`config.mk`:
```
export PLATFORM = sky130hd
export DESIGN_NAME = myram_sp_ctrl
export DESIGN_NICKNAME = d
export VERILOG_FILES = /design/src/rtl/myram_sp_pkg.sv /design/src/rtl/myram_sp_core.sv /design/src/rtl/myram_sp_ctrl.sv
export SDC_FILE = /design/constraint.sdc
export NUM_CORES = 1
export LEC_CHECK = 0
export BUFFER_PORTS_ARGS = -buffer_cell sky130_fd_sc_hd__buf_2
export CORE_MARGIN = 4
export CORE_UTILIZATION = 40
export DETAILED_ROUTE_END_ITERATION = 8
export GPL_TIMING_DRIVEN = 1
export PLACE_DENSITY_LB_ADDON = 0.08
export SLEW_MARGIN = 20
export SYNTH_ARGS = -nofsm -noshare
export SYNTH_HDL_FRONTEND = slang
export SYNTH_SLANG_ARGS = --single-unit
```
`constraint.sdc`:
```
create_clock -name clock -period 4.35 [get_ports clock]
set_clock_uncertainty 0.15 [all_clocks]
set_input_delay 0.87 -clock clock [delete_from_list [all_inputs] [get_ports clock]]
set_output_delay 0.87 -clock clock [all_outputs]
set_load 0.02 [all_outputs]
```
`src/rtl/myram_sp_pkg.sv`:
```
// Shared types and constants for the myram_sp single-port RAM controller.
// Build option: MYRAM_SP_OUT_REG_EN adds an output register stage (read latency 2).
package myram_sp_pkg;

    typedef enum logic {
        INIT = 1'b0,
        RUN  = 1'b1
    } state_t;

    localparam int DEFAULT_WIDTH = 16;
    localparam int DEFAULT_DEPTH = 64;

`ifdef MYRAM_SP_OUT_REG_EN
    localparam int READ_LATENCY = 2;
`else
    localparam int READ_LATENCY = 1;
`endif

endpackage

```
`src/rtl/myram_sp_core.sv`:
```
// Inferred WIDTH x DEPTH single-port array: synchronous write, synchronous read.
// Kept free of control logic so a vendor RAM macro can drop in with the same ports.
module myram_sp_core
    import myram_sp_pkg::*;
#(
    parameter int WIDTH = DEFAULT_WIDTH,
    parameter int DEPTH = DEFAULT_DEPTH,
    localparam int AW   = $clog2(DEPTH)
) (
    input  logic             clock,
    input  logic             we,
    input  logic [AW-1:0]    address,
    input  logic [WIDTH-1:0] data,
    output logic [WIDTH-1:0] q
);

    logic [WIDTH-1:0] mem [DEPTH];

    // NOTE: the array and its read register have no reset; a reset would stop
    // RAM inference, and the controller's sweep defines the contents instead.
    always_ff @(posedge clock) begin
        if (we) begin
            mem[address] <= data;
        end
        q <= mem[address];
    end

endmodule

```
`src/rtl/myram_sp_ctrl.sv`:
```
// Single-port RAM controller: zero-fill sequencer, valid/ready request port, fixed-latency reads.
// Build option: MYRAM_SP_OUT_REG_EN registers rsp_* after the array (latency 2 instead of 1).
module myram_sp_ctrl
    import myram_sp_pkg::*;
#(
    parameter int WIDTH = DEFAULT_WIDTH,
    parameter int DEPTH = DEFAULT_DEPTH,
    localparam int AW   = $clog2(DEPTH)
) (
    input  logic             clock,
    input  logic             reset_n,
    input  logic             clear,
    output logic             init_busy,
    input  logic             req_valid,
    output logic             req_ready,
    input  logic             req_we,
    input  logic [AW-1:0]    req_address,
    input  logic [WIDTH-1:0] req_data,
    output logic             rsp_valid,
    output logic [WIDTH-1:0] rsp_data,
    output logic             rsp_err
);

    localparam logic [AW:0]   DEPTH_W   = (AW + 1)'(DEPTH);
    localparam logic [AW-1:0] LAST_ADDR = AW'(DEPTH - 1);

    state_t           state;
    logic [AW-1:0]    count;

    logic             accept;
    logic             in_range;

    logic             port_we;
    logic [AW-1:0]    port_address;
    logic [WIDTH-1:0] port_data;
    logic             port_rd;
    logic             port_err;

    logic [WIDTH-1:0] q;
    logic             read_valid;
    logic             read_err;

    assign accept   = req_valid && req_ready;
    assign in_range = {1'b0, req_address} < DEPTH_W;

    // NOTE: sequential state uses non-blocking assignments only, so every
    // flop samples pre-edge values regardless of block ordering.
    always_ff @(posedge clock or negedge reset_n) begin
        if (!reset_n) begin
            state     <= INIT;
            count     <= '0;
            req_ready <= 1'b0;
            init_busy <= 1'b1;
        end else begin
            case (state)
                INIT: begin
                    if (clear) begin
                        count <= '0;
                    end else if (count == LAST_ADDR) begin
                        state     <= RUN;
                        count     <= '0;
                        req_ready <= 1'b1;
                        init_busy <= 1'b0;
                    end else begin
                        count <= count + AW'(1);
                    end
                end
                RUN: begin
                    if (clear) begin
                        state     <= INIT;
                        count     <= '0;
                        req_ready <= 1'b0;
                        init_busy <= 1'b1;
                    end
                end
            endcase
        end
    end

    // Every array access (sweep or request) passes through this one stage, so
    // a request accepted alongside clear reaches the array before the first sweep write.
    always_ff @(posedge clock or negedge reset_n) begin
        if (!reset_n) begin
            port_we      <= 1'b0;
            port_address <= '0;
            port_data    <= '0;
            port_rd      <= 1'b0;
            port_err     <= 1'b0;
        end else if (state == INIT) begin
            port_we      <= 1'b1;
            port_address <= count;
            port_data    <= '0;
            port_rd      <= 1'b0;
            port_err     <= 1'b0;
        end else begin
            port_we      <= accept && req_we && in_range;
            port_address <= req_address;
            port_data    <= req_data;
            port_rd      <= accept && !req_we;
            port_err     <= !in_range;
        end
    end

    myram_sp_core #(
        .WIDTH (WIDTH),
        .DEPTH (DEPTH)
    ) u_core (
        .clock   (clock),
        .we      (port_we),
        .address (port_address),
        .data    (port_data),
        .q       (q)
    );

    always_ff @(posedge clock or negedge reset_n) begin
        if (!reset_n) begin
            read_valid <= 1'b0;
            read_err   <= 1'b0;
        end else begin
            read_valid <= port_rd;
            read_err   <= port_err;
        end
    end

`ifdef MYRAM_SP_OUT_REG_EN
    logic             out_valid;
    logic             out_err;
    logic [WIDTH-1:0] out_data;

    always_ff @(posedge clock or negedge reset_n) begin
        if (!reset_n) begin
            out_valid <= 1'b0;
            out_err   <= 1'b0;
            out_data  <= '0;
        end else begin
            out_valid <= read_valid;
            out_err   <= read_valid && read_err;
            out_data  <= (read_valid && !read_err) ? q : '0;
        end
    end

    assign rsp_valid = out_valid;
    assign rsp_err   = out_err;
    assign rsp_data  = out_data;
`else
    // Out-of-range and idle cycles are zeroed on the array's read register output.
    assign rsp_valid = read_valid;
    assign rsp_err   = read_valid && read_err;
    assign rsp_data  = (read_valid && !read_err) ? q : '0;
`endif

endmodule

```
==> summary.txt <==
Outcome
  • Status: finished clean

STA
  • Min Tclk post-route: 3.918 ns
  • Final worst slack: 0.4315 ns
  • Rel. slew slack: 28.47%
  • Slew @ Worst Pin: 1.073 ns
  • Max frequency: 255.2 MHz
  • RSZ-0062 raised after global routing: no
  • Max Slew Vio Count: 0
  • Fin Setup TNS: 0 ns
  • Final setup viols: 0
  • Final hold vios: 0
  • Period utilization: 90.08%

Setup path
  • Slowest-stage cell, CP: a211oi_1
  • CP endpoint kind: flop
  • Critical Path AT: 4.27 ns
  • WP data required: 4.71 ns
  • Worst Path Max Fanout: 28
  • Setup crit start kind: flop
  • Cell mode on critical path: buf_4
  • Crit Path Class: flop to flop
  • Crit path largest cell delay: 0.86 ns
  • Worst path cell trace: buf_4 > nor2b_4 > buf_4 > buf_4 > a22oi_1 > o22ai_1 > a211oi_1 > nand4_1
  • R2r setup slk: 0.43 ns

Clock network
  • Clock root buffer: clkbuf_16
  • Cts bufs inserted: 113
  • Post-cts resize count: 0
  • Clk_lat worst skew: 0.71 ns
  • Postcts setup bufs: 0
  • TritonCTS Sinks: 1074
  • Clock Tree Buf Depth: 3
  • Worst-path clk slew: 0.06 ns
  • H-tree depth: 3
  • Hold buffer count at cts: 0
  • CTS tree: yes

Run
  • MaxCap Viol Count: 0

GRT
  • Pin count of the biggest net entering global routing: 69
  • Grt ovf: 0
  • GRT Resource Usage Total: 24.85%
  • Vias in the first global route: 24220
  • First-pass GRT wire length: 189400 microns
  • Initial antenna violation count: 9

Power
  • Comb pwr share: 7.1%
  • Sequential share of power: 51.1%
  • Power Density: 467.1 mW/mm^2
  • VDD IR max: 344.5 uV
  • Sw Share: 23.31%
  • Clk pwr share: 41.8%
  • Internal power: 17.06 mW
  • Leakage Power: 14.76 nW
  • Switch Pwr: 5.185 mW

Floorplan
  • # rows: 117
  • Die area: 0.1078 sq mm
  • Placeable Area: 0.1019 sq mm
  • Initial core utilization: 40.29%
  • Die X: 328.3 microns
  • Die span in y: 328.3 microns
  • I/O Pins: 47

Placement
  • Placer Congestion: 0.8572
  • DP Worst Slack: 0.5746 ns
  • IO Port Bufs: 45
  • Final HPWL DP: 83620 microns

Worst hold path
  • Hold crit path type: input port to async pin

Logic synthesis
  • Mapped Nets: 2386
  • Prevailing post-synth register cell: edfxtp_1
  • Seq cells post-synth: 1074
  • Yosys cell types: 59
  • Post-synth top area share: 74.91%
  • Post-synthesis cell count: 2358
  • Yosys top cell by area: edfxtp_1
  • Main area contributors after synthesis: edfxtp_1 75%, a221oi_1 5.2%, mux4_2 2.4%
  • Sequential element share of the synthesized area: 77.77%
  • Ys Warns: 0
  • Post-synth EDFFs: 1024
  • Ys async rst share: 3.166%
  • Synth Area per Inst: 17.41 sq um
  • Syn Std Cell Area: 0.04105 sq mm

Finish
  • Area Overhead vs Synth: 15.99%
  • Final net count: 2572
  • Reg area: 0.03196 sq mm
  • Commonest non-fill, non-tap cell in the layout: edfxtp_1
  • Fill count: 8806
  • Commonest non-fill, non-tap cells in the layout: 1024 x edfxtp_1, 245 x a221oi_1, 202 x buf_4
  • Share of cells above drive strength 1: 21.29%
  • Area of the multi-input gates: 0.008347 sq mm

Route
  • DRC viols: 0
  • Wirelength, routed: 134800 microns
  • Routed vias/inst: 6.104
  • Routed Antenna Nets: 0
  • DRT Pass-1 Iters: 6
  • Vias: 24480
  • Iter 0 DRT Violations: 3038
  • Routed wire length per instance: 33.61 microns
[power groups by stage]
stage / registers, mW / clock network, mW / logic (mW)
3_3_place_gp: 11.6 / 0 / 1.58
6_report: 11.4 / 9.31 / 1.58
2_1_floorplan: 11.5 / 0 / 0.857
3_5_place_dp: 11.6 / 0 / 1.58
5_1_grt: 11.4 / 9.95 / 1.66
4_1_cts: 11.4 / 9.47 / 1.58
[critical path, delay by kind of cell, from the launching register on]
kind                   cells  cell delay (ns)
AOI/OAI and AO/OA          3             1.34
buffers and inverters      3             0.95
DFF                        1             0.72
and+or+nand+nor            2             0.46
[per-layer routing]
layer / track usage [%] / up-vias / routed length (microns) / share of wire, %
met5: 0 / - / 10 / 0.0074
met4: 8.912 / 2 / 4949 / 3.7
met3: 4.116 / 189 / 10930 / 8.1
met2: 39.35 / 1221 / 62700 / 47
met1: 34.90 / 12840 / 56220 / 42
li1: - / 10230 / - / -
[logic make-up after synthesis]
kind of cell	Yosys count	synth area share, %
compound gates	584	10.97
xor+xnor	2	0.04268
fa+ha+maj	1	0.03048
buf+inv	195	2.121
flops	1074	77.77
mux	97	3.774
other cells	1	0.009136
simple gates	404	5.282
[sequential cells by signal (all words and copies together), names as in the netlist, 6 cells and up]
register / flops
count: 6
port_address: 6
port_data: 16
u_core.mem: 1024
u_core.q: 16
[through the flow]
step           utilization, %  total power [mW]  std cells  instance area (sq um)  hold slack, ns
2_1_floorplan               -             12.35       2358                  41050          0.1812
3_3_place_gp            43.22             13.15       3797                  44040          0.1842
3_5_place_dp            43.22             13.14       3797                  44040          0.1971
4_1_cts                 46.72             22.40       4008                  47600         0.07200
5_1_grt                 46.72             22.97       4008                  47610          0.1261
6_report                46.73             22.24       4011                  47610         0.07570
[cells in the mapped netlist, types with 6 or more instances]
cell	instances
dfxtp_1	16
nand3b_1	41
buf_4	15
nor4_1	8
mux2i_1	22
and3b_1	7
nand4_1	12
nor2b_1	11
a22oi_1	98
nand2b_1	12
nand3_1	44
clkbuf_1	99
a211oi_1	10
or3b_2	22
mux2_2	32
o32ai_1	15
a221oi_1	245
a31oi_1	8
buf_1	19
nor3_1	38
nor2_1	98
a21oi_1	73
a2111oi_0	10
edfxtp_1	1024
and2_1	37
nand2_1	58
o22ai_1	44
a32oi_1	6
buf_2	53
o221ai_1	23
o21ai_0	24
o41a_1	10
dfrtp_1	33
mux4_2	43
[cell type report]
cell class                      count  share of cell area [%]
Timing Repair Buffer              260                   4.205
Tap cell                         1368                   3.595
Inverter                            6                 0.05256
Multi-Input combinational cell   1089                   17.53
Clock inverter                     74                   1.338
Antenna cell                        3                 0.01577
Clock buffer                      137                   6.149
Sequential cell                  1074                   67.12
[path summary, 6_finish.rpt]
| check | startpoint | end | cells after the start |
|---|---|---|---|
| setup / recovery | port_address[0]$_DFF_PN0_ | u_core.q[11]$_DFF_P_ | 8 |
| hold / removal | reset_n | port_data[1]$_DFF_PN0_ | 1 |
| min in group clock | req_we | port_rd$_DFF_PN0_ | 2 |
| hold reg to reg | port_rd$_DFF_PN0_ | rsp_valid$_DFF_PN0_ | 0 |
| setup reg to reg | port_address[0]$_DFF_PN0_ | u_core.q[11]$_DFF_P_ | 8 |
| max in group asynchronous | reset_n | port_address[2]$_DFF_PN0_ | 1 |
Power figures use the tool's default switching activity.
